==> src/rtl/ahfp_fixed_accumulator_if.sv <==
// Handshake bundle between a sample producer, the fixed-point accumulator
// and the result consumer. The master side drives the requests and the
// samples; the slave side is the accumulator.
interface ahfp_fixed_accumulator_if #(
  parameter int DATA_W = 32,
  parameter int CNT_W  = 8
);
  logic              start;
  logic [CNT_W-1:0]  len;
  logic              in_valid;
  logic              in_ready;
  logic [DATA_W-1:0] in_data;
  logic              out_valid;
  logic              out_ready;
  logic [DATA_W-1:0] out_data;
  logic              out_sat;
  logic              busy;

  modport master (
    output start, len, in_valid, in_data, out_ready,
    input  in_ready, out_valid, out_data, out_sat, busy
  );

  modport slave (
    input  start, len, in_valid, in_data, out_ready,
    output in_ready, out_valid, out_data, out_sat, busy
  );
endinterface

==> src/rtl/ahfp_fixed_accumulator.sv <==
// Sums a block of len signed Q3.29 samples into a guarded accumulator and
// returns the sum clipped to the Q3.29 range on a valid/ready output.
//
// state | meaning
// ------+----------------------------------------------------------------
// IDLE  | waiting for start; no samples consumed, no result offered
// ACC   | accepting samples until len beats have been summed
// DONE  | result registered and offered until out_ready completes it
module ahfp_fixed_accumulator #(
  parameter int DATA_W = 32,
  parameter int CNT_W  = 8,
  parameter int GUARD  = 8
) (
  input  logic                     clk,
  input  logic                     reset,
  ahfp_fixed_accumulator_if.slave  bus
);

  localparam int ACC_W = DATA_W + GUARD;

  typedef enum logic [1:0] {
    IDLE = 2'd0,
    ACC  = 2'd1,
    DONE = 2'd2
  } state_t;

  state_t            state;
  logic [ACC_W-1:0]  acc;
  logic [CNT_W-1:0]  count;
  logic [CNT_W-1:0]  len_q;

  logic [ACC_W-1:0]  acc_next;
  logic [CNT_W-1:0]  count_next;
  logic [DATA_W-1:0] sat_data;
  logic              sat_flag;

  // Next accumulator value including the beat on the bus, and its clipped
  // DATA_W view. The bits from DATA_W-1 upward must all match for the sum
  // to be representable; otherwise the sign of acc picks the rail.
  always_comb begin
    acc_next   = acc + {{GUARD{bus.in_data[DATA_W-1]}}, bus.in_data};
    count_next = count + {{(CNT_W-1){1'b0}}, 1'b1};
    sat_data   = acc_next[DATA_W-1:0];
    sat_flag   = 1'b0;
    if (!((&acc_next[ACC_W-1:DATA_W-1]) || (~|acc_next[ACC_W-1:DATA_W-1]))) begin
      sat_flag = 1'b1;
      sat_data = acc_next[ACC_W-1] ? {1'b1, {(DATA_W-1){1'b0}}}
                                   : {1'b0, {(DATA_W-1){1'b1}}};
    end
  end

  // Block sequencer; every output is a register so nothing glitches
  // toward the downstream consumer.
  always_ff @(posedge clk or posedge reset) begin
    if (reset) begin
      state         <= IDLE;
      acc           <= '0;
      count         <= '0;
      len_q         <= '0;
      bus.in_ready  <= 1'b0;
      bus.out_valid <= 1'b0;
      bus.out_data  <= '0;
      bus.out_sat   <= 1'b0;
      bus.busy      <= 1'b0;
    end else begin
      case (state)
        IDLE: begin
          if (bus.start) begin
            acc      <= '0;
            count    <= '0;
            bus.busy <= 1'b1;
            if (bus.len != '0) begin
              len_q        <= bus.len;
              bus.in_ready <= 1'b1;
              state        <= ACC;
            end else begin
              // Empty block: the result is an unclipped zero.
              bus.out_data  <= '0;
              bus.out_sat   <= 1'b0;
              bus.out_valid <= 1'b1;
              state         <= DONE;
            end
          end
        end
        ACC: begin
          if (bus.in_valid) begin
            acc   <= acc_next;
            count <= count_next;
            if (count_next == len_q) begin
              bus.in_ready  <= 1'b0;
              bus.out_data  <= sat_data;
              bus.out_sat   <= sat_flag;
              bus.out_valid <= 1'b1;
              state         <= DONE;
            end
          end
        end
        DONE: begin
          if (bus.out_ready) begin
            bus.out_valid <= 1'b0;
            bus.busy      <= 1'b0;
            state         <= IDLE;
          end
        end
        default: begin
          bus.in_ready  <= 1'b0;
          bus.out_valid <= 1'b0;
          bus.busy      <= 1'b0;
          state         <= IDLE;
        end
      endcase
    end
  end

endmodule

==> src/flat_wrapper.sv <==
// flat-port wrapper written by rule: the top's interface ports become plain ports
module ahfp_fixed_accumulator_flat 
#(
  parameter int DATA_W = 32,
  parameter int CNT_W  = 8,
  parameter int GUARD  = 8
)
  (clk, reset, bus_start, bus_len, bus_in_valid, bus_in_data, bus_out_ready, bus_in_ready, bus_out_valid, bus_out_data, bus_out_sat, bus_busy);
  ahfp_fixed_accumulator_if #(.DATA_W(DATA_W), .CNT_W(CNT_W)) bus_i ();
  input  logic clk;
  input  logic reset;
  input wire logic [$bits(bus_i.start)-1:0] bus_start;
  input wire logic [$bits(bus_i.len)-1:0] bus_len;
  input wire logic [$bits(bus_i.in_valid)-1:0] bus_in_valid;
  input wire logic [$bits(bus_i.in_data)-1:0] bus_in_data;
  input wire logic [$bits(bus_i.out_ready)-1:0] bus_out_ready;
  output wire logic [$bits(bus_i.in_ready)-1:0] bus_in_ready;
  output wire logic [$bits(bus_i.out_valid)-1:0] bus_out_valid;
  output wire logic [$bits(bus_i.out_data)-1:0] bus_out_data;
  output wire logic [$bits(bus_i.out_sat)-1:0] bus_out_sat;
  output wire logic [$bits(bus_i.busy)-1:0] bus_busy;
  assign bus_i.start = bus_start;
  assign bus_i.len = bus_len;
  assign bus_i.in_valid = bus_in_valid;
  assign bus_i.in_data = bus_in_data;
  assign bus_i.out_ready = bus_out_ready;
  assign bus_in_ready = bus_i.in_ready;
  assign bus_out_valid = bus_i.out_valid;
  assign bus_out_data = bus_i.out_data;
  assign bus_out_sat = bus_i.out_sat;
  assign bus_busy = bus_i.busy;
  ahfp_fixed_accumulator #(.DATA_W(DATA_W), .CNT_W(CNT_W), .GUARD(GUARD)) u_core (.clk(clk), .reset(reset), .bus(bus_i));
endmodule
==> config.mk <==
export PLATFORM = sky130hd
export DESIGN_NAME = ahfp_fixed_accumulator_flat
export DESIGN_NICKNAME = d
export VERILOG_FILES = /design/src/rtl/ahfp_fixed_accumulator_if.sv /design/src/rtl/ahfp_fixed_accumulator.sv /design/src/flat_wrapper.sv
export SDC_FILE = /design/constraint.sdc
export NUM_CORES = 1
export LEC_CHECK = 0
export CAP_MARGIN = 10
export CORE_AREA = 3 3 150 152
export DETAILED_ROUTE_END_ITERATION = 12
export DIE_AREA = 0 0 153 155
export PLACE_DENSITY = 0.53
export SLEW_MARGIN = 20
export SYNTH_ARGS = -nofsm -noshare
export SYNTH_HDL_FRONTEND = slang
export SYNTH_SLANG_ARGS = --single-unit
==> constraint.sdc <==
create_clock -name clk -period 8 [get_ports clk]
set_input_delay 1.2 -clock clk [delete_from_list [all_inputs] [get_ports clk]]
set_output_delay 1.2 -clock clk [all_outputs]
set_load 0.02 [all_outputs]
==> run summary, run 1 <==
CTS
- Clock Sinks: 94
- hold buffer count at CTS: 0
- Skew-Pair Late Insertion Delay: 360 ps
- Root Driver: clkbuf_16
- PostCTS Resize Cnt: 0
- H-tree depth reported by CTS: 3
- CTS tree: yes
- total CTS buffers: 9
- Post-CTS Setup Repair Bufs: 0
- CTS clk-pin slew, worst paths: 70 ps
- maximum clock path buffer count: 2

Worst setup path
- Crit path required time: 8170 ps
- maximum fanout count along the critical path: 20
- Crit. End Element: register
- Worst setup SP type: input pin
- critical path class: input pin to register
- Top Family by Delay on Critical Path: compound AO/OA/AOI/OAI gates
- largest incremental delay on the critical path: 800 ps
- Most common cell on crit path: a21oi_1
- ordered cell list for the critical path: clkdlybuf4s50_1 > ha_1 > a211oi_1 > o211ai_1 > a21oi_1 > a21oi_1 > a2111oi_0 > o21ai_0 > xnor2_1 > a41oi_1 > nand2_1 > o311ai_0
- worst path bufs/invs: 1
- critical path arrival: 5820 ps
- master of the slowest instance on the critical path: a2111oi_0

Placed design
- half-perimeter wire length of the detailed placement result: 13.3 mm
- count of placed standard cells including taps: 1053
- Routability Congestion: 0.863
- quantity of I/O buffers inserted on ports: 80
- area post-placement: 0.00733 sq mm
- Place WS: 1930 ps

Timing
- total setup violations reported at the end of the flow: 0
- worst-case setup margin in the final layout: 2350 ps
- max_slew headroom: 36.7%
- worst-margin pin slew: 926 ps
- highest clock rate: 0.177 GHz
- min cycle time layout: 5650 ps
- share of the clock period used by the worst path: 70.6%
- total negative setup slack: 0 ps
- number of hold violations in the final report: 0
- setup repair after global routing missed its margin: false
- number of max-slew violations in the final report: 0
- worst clock skew: 12.6 ps

Floorplanning
- die span in x: 153 um
- Chip Height: 155 um
- initial core utilization: 30.0%
- number of rows in the core area: 53
- area of the die: 0.0237 sq mm
- standard cell core area: 0.0212 sq mm
- I/O pin count: 81

Route
- post-detailed-route via-to-cell ratio: 5.13
- antenna-violating nets left: 0
- iteration count of the initial detailed-routing pass: 5
- violation count after the first detailed-route iteration: 229
- Final Routed Wirelength: 17.9 mm
- average wire length per cell after detail routing: 16.7 um
- count of unresolved DRC violations after routing: 0
- count of vias placed by the detailed router: 5487

Synth
- fraction of the mapped netlist area in simple logic gates: 17.2%
- count of distinct cell types in the synthesized netlist: 72
- XOR/XNOR Fraction of Synth Area: 6.75%
- multiplexer fraction of the synthesized cell area: 1.42%
- Yosys Warn Count: 0
- Adder-Cell Fraction of Synth Area: 8.19%
- net count after synthesis: 816
- main area contributors after synthesis: dfrtp_1 (37%), nand2_1 (8.1%), ha_1 (7.9%)
- area of the mapped netlist: 0.00635 sq mm
- flip-flop and latch count after synthesis: 94
- synthesized instance count: 730
- prevailing post-synth register cell: dfrtp_1
- area share of the largest cell type after synthesis: 37.0%
- EDFF count, synth: 0
- post-synthesis async set-or-reset flop share: 100%
- biggest area consumer among synthesized cells: dfrtp_1
- dominant combinational cell family by area after synthesis: compound AO/OA/AOI/OAI gates
- synthesized area divided by synthesized cell count: 8.70 sq um
- fraction of the mapped netlist area in compound gates: 25.2%
- sequential element share of the synthesized area: 37.0%

Run status
- status: finished, final reports clean

Pwr
- Design Power: 3190 uW
- Max VDD drop: 0.000150 V
- PwrDens: 417 mW/mm^2
- Lkg Pwr: 0.00327 uW

Run
- number of max-capacitance violations reported: 0

Layout
- Filler Cell Count: 2178
- share of layout cells above drive strength 1: 5.67%
- Layout Area Growth over Synthesis: 20.6%
- final std cell area, no fill: 0.00766 sq mm
- number of cells in the finished layout apart from fillers: 1069
- Final #Nets: 875
- # diodes: 0

Hold path
- class of the most critical hold timing path: register to register

GRT
- All-Layer GR Usage: 15.3%
- pin count of the biggest net entering global routing: 78
- wire length of the first global-routing pass: 29.3 mm
- total grt overflow: 0
- vias in the first global route: 5567
- antenna violations before repair: 0

worst register-to-register path, delay by kind of cell (launching register included):
kind	cells	cell delay, ps
xor gates and xnor gates	1	640
AOI/OAI and AO/OA	8	2400
DFF	1	390
and+or+nand+nor	1	730
adders and majority gates	1	370
routing by layer:
metal / track usage [%] / vias to the layer above / wire length (um)
li1: - / 2815 / -
met1: 20.7 / 2559 / 8660
met2: 25.2 / 100 / 8350
met3: 3.09 / 13 / 675
met4: 3.52 / 0 / 197
met5: 0 / - / 0
Yosys cell counts, types with 4 or more instances:
library cell  instances
a21o_1               13
a21oi_1              54
and2_1                4
a22o_1                6
ha_1                 40
o31ai_1               7
xnor2_1              32
a22oi_1               6
xor2_1               17
a21boi_0              4
or3_1                 4
o21ai_1               4
o311ai_0              6
nand4_1              14
nand2_1             137
o211ai_1             10
a211oi_1              6
inv_1                19
o311ai_1             13
dfrtp_1              94
nor4_1                4
nor3_1               11
o21a_1                4
o22ai_1               4
mux2_2                8
buf_1                 6
nand3_1              15
a31oi_1               5
o21ai_0              66
nor2_1               33
clkbuf_1             20
final cells by class:
class,count,area (sq um),share of cell area [%]
Multi-Input combinational cell,582,3740,48.8
Clock inverter,7,101,1.32
Tap cell,275,344,4.49
Sequential cell,94,2350,30.7
Inverter,19,73.8,0.964
Clock buffer,9,225,2.94
Timing Repair Buffer,83,823,10.7
cells in the final DEF, fill, tap and decap left out, drive strengths merged, types with 13 or more instances in the layout:
cell	n
a21oi	54
dfrtp	94
nand3	15
xnor2	32
nand4	14
clkdlybuf4s50	80
o311ai	20
xor2	17
a21o	13
nor2	33
o21ai	70
ha	40
inv	22
nand2	137
cell families (layout without fill, tap and decap cells):
family,after synthesis,in the layout
AOI/OAI and AO/OA,241,241
muxes,8,8
adders and majority gates,41,41
DFF,94,94
xor gates and xnor gates,49,49
and+or+nand+nor,243,243
buffers and inverters,54,118
registers in the layout (all words and copies together) (netlist names):
name and count:
u_core.bus.out_data 32, u_core.acc 40, u_core.bus.in_ready 1, u_core.state 2, u_core.bus.out_valid 1, u_core.len_q 8, u_core.bus.busy 1, u_core.bus.out_sat 1
u_core.count 8
final timing paths:
path                                            start                                  end  slack (ps)  depth (start not counted)
max                                    bus_in_data[1]   u_core.bus.out_data[9]$_DFFE_PP0P_        2350                         12
min                         u_core.acc[0]$_DFFE_PP0P_            u_core.acc[0]$_DFFE_PP0P_         470                          2
max reg2reg                u_core.acc[18]$_DFFE_PP0P_   u_core.bus.out_data[9]$_DFFE_PP0P_        3270                         11
min reg2reg                 u_core.acc[0]$_DFFE_PP0P_            u_core.acc[0]$_DFFE_PP0P_         470                          2
max in group asynchronous                       reset  u_core.bus.out_data[24]$_DFFE_PP0P_        5650                          3
min in group asynchronous                       reset     u_core.bus.out_valid$_DFFE_PP0P_        1230                          2
report_power, final:
part | internal (uW) | switching, uW | total (uW)
sequential | 691 | 139 | 830
combinational | 754 | 1120 | 1880
clock | 278 | 205 | 482
per-stage QoR:
step	hold slack [ps]	util, %
6_report	474	36.2
5_1_grt	512	36.2
4_1_cts	478	36.2
3_5_place_dp	462	34.6
3_3_place_gp	456	34.6
2_1_floorplan	443	-
No activity file was read; power rests on OpenSTA's default activity.
==> run 2: changes to the inputs <==
Clock period 8 ns to 5.4 ns, I/O delays scaled along.
==> run summary, run 2 (synthesis gave the netlist of run 1 again) <==
Timing
- max_slew headroom: 50.1%
- worst-case setup margin in the final layout: 815 ps
- worst clock skew: 12.3 ps
- highest clock rate: 0.218 GHz
- hold_ws: 467 ps
- min cycle time layout: 4580 ps
- number of hold violations in the final report: 0
- worst-margin pin slew: 749 ps
- total setup violations reported at the end of the flow: 0
- number of max-slew violations in the final report: 0
- setup repair after global routing missed its margin: false
- share of the clock period used by the worst path: 84.9%
- total negative setup slack: 0 ps

Worst setup path
- Crit. path cell count: 13
- cell count of the worst reg-to-reg path: 12
- worst path bufs/invs: 2
- Crit path required time: 5630 ps
- largest incremental delay on the critical path: 590 ps
- master of the slowest instance on the critical path: a2111oi_0
- critical path class: input pin to register
- critical path arrival: 4810 ps
- Crit. End Element: register
- ordered cell list for the critical path: clkdlybuf4s50_1 > ha_1 > nand2_1 > a2111oi_0 > buf_4 > nand2_1 > nand2_1 > a41oi_1 > xnor2_1 > nand4_1 > or4_4 > and2_4 > o311ai_0
- maximum fanout count along the critical path: 26
- Worst setup SP type: input pin
- Top Family by Delay on Critical Path: simple AND/OR/NAND/NOR gates
- Most common cell on crit path: nand2_1

Floorplanning
- die span in x: 153 um
- number of rows in the core area: 53
- I/O pin count: 81
- standard cell core area: 0.0212 sq mm
- initial core utilization: 30.0%
- Chip Height: 155 um
- area of the die: 0.0237 sq mm

GRT
- wire length of the first global-routing pass: 30.3 mm
- antenna violations before repair: 0
- pin count of the biggest net entering global routing: 77
- All-Layer GR Usage: 15.6%
- vias in the first global route: 5681
- total grt overflow: 0

Pwr
- Lkg Pwr: 0.00330 uW
- internal power component: 2600 uW
- fraction of power consumed by sequential logic: 25.9%
- power share of the clock group: 15.0%
- Switching Fraction: 45.5%
- combinational fraction of design power: 59.2%
- PwrDens: 619 mW/mm^2
- Design Power: 4770 uW
- switching pwr: 2170 uW
- Max VDD drop: 0.000234 V

Layout
- # diodes: 0
- Layout Area Growth over Synthesis: 21.2%
- Largest Register: u_core.acc
- registers with the most flip-flops: u_core.acc x40, u_core.bus.out_data x32
- commonest cells after routing, fill and taps aside: nand2_1 (137), dfrtp_1 (94), clkdlybuf4s50_1 (80), o21ai_0 (66), a21oi_1 (54)
- commonest non-fill, non-tap cell in the layout: nand2_1
- number of flip-flops in the largest register: 40
- Filler Cell Count: 2220
- Final #Nets: 881
- share of layout cells above drive strength 1: 6.13%

CTS
- CTS tree: yes
- CTS clk-pin slew, worst paths: 60 ps
- Skew-Pair Late Insertion Delay: 350 ps
- Root Driver: clkbuf_16
- Clock Sinks: 94
- H-tree depth reported by CTS: 3
- total CTS buffers: 9
- maximum clock path buffer count: 2
- Post-CTS Setup Repair Bufs: 0
- hold buffer count at CTS: 0
- PostCTS Resize Cnt: 0

Run status
- status: finished, final reports clean

Placed design
- quantity of I/O buffers inserted on ports: 80
- Place WS: 376 ps
- half-perimeter wire length of the detailed placement result: 13.5 mm
- Routability Congestion: 0.893

Hold path
- class of the most critical hold timing path: register to register
- hold depth: 2

Route
- antenna-violating nets left: 0
- iteration count of the initial detailed-routing pass: 4
- count of vias placed by the detailed router: 5593
- post-detailed-route via-to-cell ratio: 5.21
- average wire length per cell after detail routing: 17.0 um
- Final Routed Wirelength: 18.2 mm
- count of unresolved DRC violations after routing: 0
- violation count after the first detailed-route iteration: 295

Run
- number of max-capacitance violations reported: 0

## run 2: cell types whose count changed in the layout (fill, tap and decap cells not counted), sizes merged
cell / previous run / this run
inv: 22 / 19
clkbuf: 9 / 12
buf: 3 / 9
clkinvlp: 2 / 1
## run 2: final timing paths
check	startpoint	endpoint	slack, ps
setup / recovery	bus_in_data[14]	u_core.bus.out_data[7]$_DFFE_PP0P_	820
min in group asynchronous	reset	u_core.acc[3]$_DFFE_PP0P_	940
hold reg to reg	u_core.acc[0]$_DFFE_PP0P_	u_core.acc[0]$_DFFE_PP0P_	470
max in group asynchronous	reset	u_core.bus.out_data[26]$_DFFE_PP0P_	3450
setup reg to reg	u_core.acc[14]$_DFFE_PP0P_	u_core.bus.out_data[7]$_DFFE_PP0P_	1340
hold / removal	u_core.acc[0]$_DFFE_PP0P_	u_core.acc[0]$_DFFE_PP0P_	470
## run 2: layer usage
metal	routed length [um]	GRT usage, %	share of wire [%]
met1	8830	21.5	49
met2	8350	25.3	46
met3	709	2.87	3.9
met4	321	3.99	1.8
met5	0	0	0
## run 2: per-stage QoR
stage	area [sq um]	util, %	cells
finish	7700	36.4	1074
global route	7700	36.4	1074
CTS	7700	36.4	1074
detailed placement	7370	34.9	1059
global placement	7370	34.9	1059
floorplan	6350	-	730
## run 2: final cells by class
| cell class | instances | area, sq um | area share [%] |
|---|---|---|---|
| Multi-Input combinational cell | 582 | 3740 | 48.5 |
| Sequential cell | 94 | 2350 | 30.6 |
| Timing Repair Buffer | 89 | 868 | 11.3 |
| Tap cell | 275 | 344 | 4.47 |
| Clock buffer | 12 | 256 | 3.33 |
| Inverter | 19 | 73.8 | 0.959 |
| Clock inverter | 3 | 67.6 | 0.878 |
## run 2: tightest hold or removal path: cells and delay by family (launching register included)
family / cells / cell delay [ps]
flip-flops: 1 / 340
AND/OR/NAND/NOR: 2 / 100
## run 2: power groups by stage
| stage | Sequential, uW | Combinational, uW | Clock, uW |
|---|---|---|---|
| CTS | 1240 | 2840 | 733 |
| detailed placement | 1250 | 2820 | 0 |
| floorplan | 1350 | 1880 | 0 |
| global placement | 1250 | 2810 | 0 |
| global route | 1280 | 3140 | 759 |
| finish | 1230 | 2820 | 713 |
==> run 3: changes to the inputs <==
Clock period 5.4 ns to 4.3 ns, I/O delays scaled along.
==> run summary, run 3 (synthesis gave the netlist of run 1 again) <==
CTS
- Clock Sinks: 94
- maximum clock path buffer count: 2
- H-tree depth reported by CTS: 3
- CTS clk-pin slew, worst paths: 70 ps
- Root Driver: clkbuf_16
- Skew-Pair Late Insertion Delay: 360 ps
- hold buffer count at CTS: 0
- CTS tree: yes
- total CTS buffers: 9

Layout
- Layout Area Growth over Synthesis: 29.5%
- share of layout cells above drive strength 1: 14.5%
- # diodes: 0
- registers with the most flip-flops: u_core.acc x40, u_core.bus.out_data x32
- final standard cell utilization of the core: 38.9%
- number of cells in the finished layout apart from fillers: 1146
- commonest cells after routing, fill and taps aside: nand2_1 (137), dfrtp_1 (94), clkdlybuf4s50_1 (80), buf_4 (79), o21ai_0 (66)
- Final #Nets: 952
- Filler Cell Count: 2149
- commonest non-fill, non-tap cell in the layout: nand2_1
- footprint of the multi-input gates: 0.00377 sq mm
- Largest Register: u_core.acc
- register cell area after layout: 0.00235 sq mm
- number of flip-flops in the largest register: 40

Placed design
- quantity of I/O buffers inserted on ports: 80
- Routability Congestion: 0.935
- Place WS: -302 ps
- half-perimeter wire length of the detailed placement result: 14.6 mm
- count of placed standard cells including taps: 1130

Worst setup path
- maximum fanout count along the critical path: 26
- critical path arrival: 4310 ps
- critical path class: input pin to register
- Worst setup SP type: input pin
- Crit path required time: 4540 ps
- Crit. End Element: register

GRT
- vias in the first global route: 5973
- antenna violations before repair: 1
- pin count of the biggest net entering global routing: 77
- wire length of the first global-routing pass: 31.5 mm
- total grt overflow: 0
- All-Layer GR Usage: 16.2%

Floorplanning
- die span in x: 153 um
- I/O pin count: 81
- Chip Height: 155 um
- area of the die: 0.0237 sq mm
- initial core utilization: 30.0%
- number of rows in the core area: 53
- standard cell core area: 0.0212 sq mm

Pwr
- PwrDens: 765 mW/mm^2
- fraction of power consumed by sequential logic: 24.5%
- combinational fraction of design power: 63.1%
- power share of the clock group: 12.3%
- Max VDD drop: 0.000313 V
- Lkg Pwr: 0.00364 uW
- internal power component: 3450 uW
- Switching Fraction: 45.2%
- switching pwr: 2840 uW

Run
- number of max-capacitance violations reported: 0

Timing
- worst clock skew: 10.5 ps
- hold_ws: 469 ps
- min cycle time layout: 4080 ps
- worst-case setup margin in the final layout: 224 ps
- worst-margin pin slew: 760 ps
- share of the clock period used by the worst path: 94.8%
- total setup violations reported at the end of the flow: 0
- setup repair after global routing missed its margin: false
- max_slew headroom: 49.4%
- total negative setup slack: 0 ps
- number of max-slew violations in the final report: 0
- highest clock rate: 0.245 GHz
- number of hold violations in the final report: 0

Run status
- status: finished, final reports clean

Hold path
- class of the most critical hold timing path: register to register

Route
- post-detailed-route via-to-cell ratio: 5.17
- count of unresolved DRC violations after routing: 0
- average wire length per cell after detail routing: 16.6 um
- antenna-violating nets left: 0
- violation count after the first detailed-route iteration: 292
- Final Routed Wirelength: 19.0 mm
- iteration count of the initial detailed-routing pass: 7
- count of vias placed by the detailed router: 5921

-- run 3: changes by cell type in the layout (fill, tap and decap cells not counted), sizes merged --
cell,before,now
bufinv,2,0
clkbuf,12,11
buf,9,80
clkinv,0,4
-- run 3: final cells by class --
| cell class | count | share of cell area [%] |
|---|---|---|
| Multi-Input combinational cell | 582 | 45.8 |
| Clock inverter | 5 | 0.426 |
| Timing Repair Buffer | 160 | 17.2 |
| Tap cell | 275 | 4.18 |
| Clock buffer | 11 | 2.95 |
| Inverter | 19 | 0.897 |
| Sequential cell | 94 | 28.6 |
-- run 3: path summary, 6_finish.rpt --
check,from,end,cells after the start,slack (ps)
hold / removal,u_core.acc[0]$_DFFE_PP0P_,u_core.acc[0]$_DFFE_PP0P_,2,470
max in group asynchronous,reset,u_core.bus.out_data[30]$_DFFE_PP0P_,3,2770
min in group asynchronous,reset,u_core.bus.out_data[2]$_DFFE_PP0P_,2,700
hold reg to reg,u_core.acc[0]$_DFFE_PP0P_,u_core.acc[0]$_DFFE_PP0P_,2,470
setup / recovery,bus_in_data[0],u_core.bus.out_data[7]$_DFFE_PP0P_,12,220
setup reg to reg,u_core.acc[6]$_DFFE_PP0P_,u_core.bus.out_data[7]$_DFFE_PP0P_,13,570
-- run 3: through the flow --
step	power, uW	area, sq um
2_1_floorplan	4050	6350
3_3_place_gp	5500	7920
3_5_place_dp	5510	7920
4_1_cts	6320	8200
5_1_grt	6820	8230
6_report	6290	8230
-- run 3: timing repair --
action	CTS	global route
endpoints found under the setup margin	0	32
gates resized for setup	0	6
buffers inserted	0	0
-- run 3: critical path, cell delays in order --
cell and delay, ps:
clkdlybuf4s50_1 460, ha_1 180, fa_1 230, a211oi_2 100, o211ai_1 350, nand4_1 220
o41ai_2 480, o21ai_0 260, xnor2_1 200, or4_4 550, and2_4 290, o311ai_0 350
-- run 3: layer usage --
metal	track usage (%)	vias to the layer above	share of wire, %
met1	21.8	2815	47
met3	2.89	29	4.3
met4	5.01	2	2.1
met2	26.7	125	47
li1	-	2950	-
met5	0	-	0.047
-- run 3: power groups by stage --
stage / Clock (uW) / Sequential [uW] / Combinational [uW]
6_report: 775 / 1550 / 3970
5_1_grt: 837 / 1610 / 4380
4_1_cts: 802 / 1550 / 3960
3_5_place_dp: 0 / 1560 / 3940
3_3_place_gp: 0 / 1560 / 3940
2_1_floorplan: 0 / 1690 / 2360
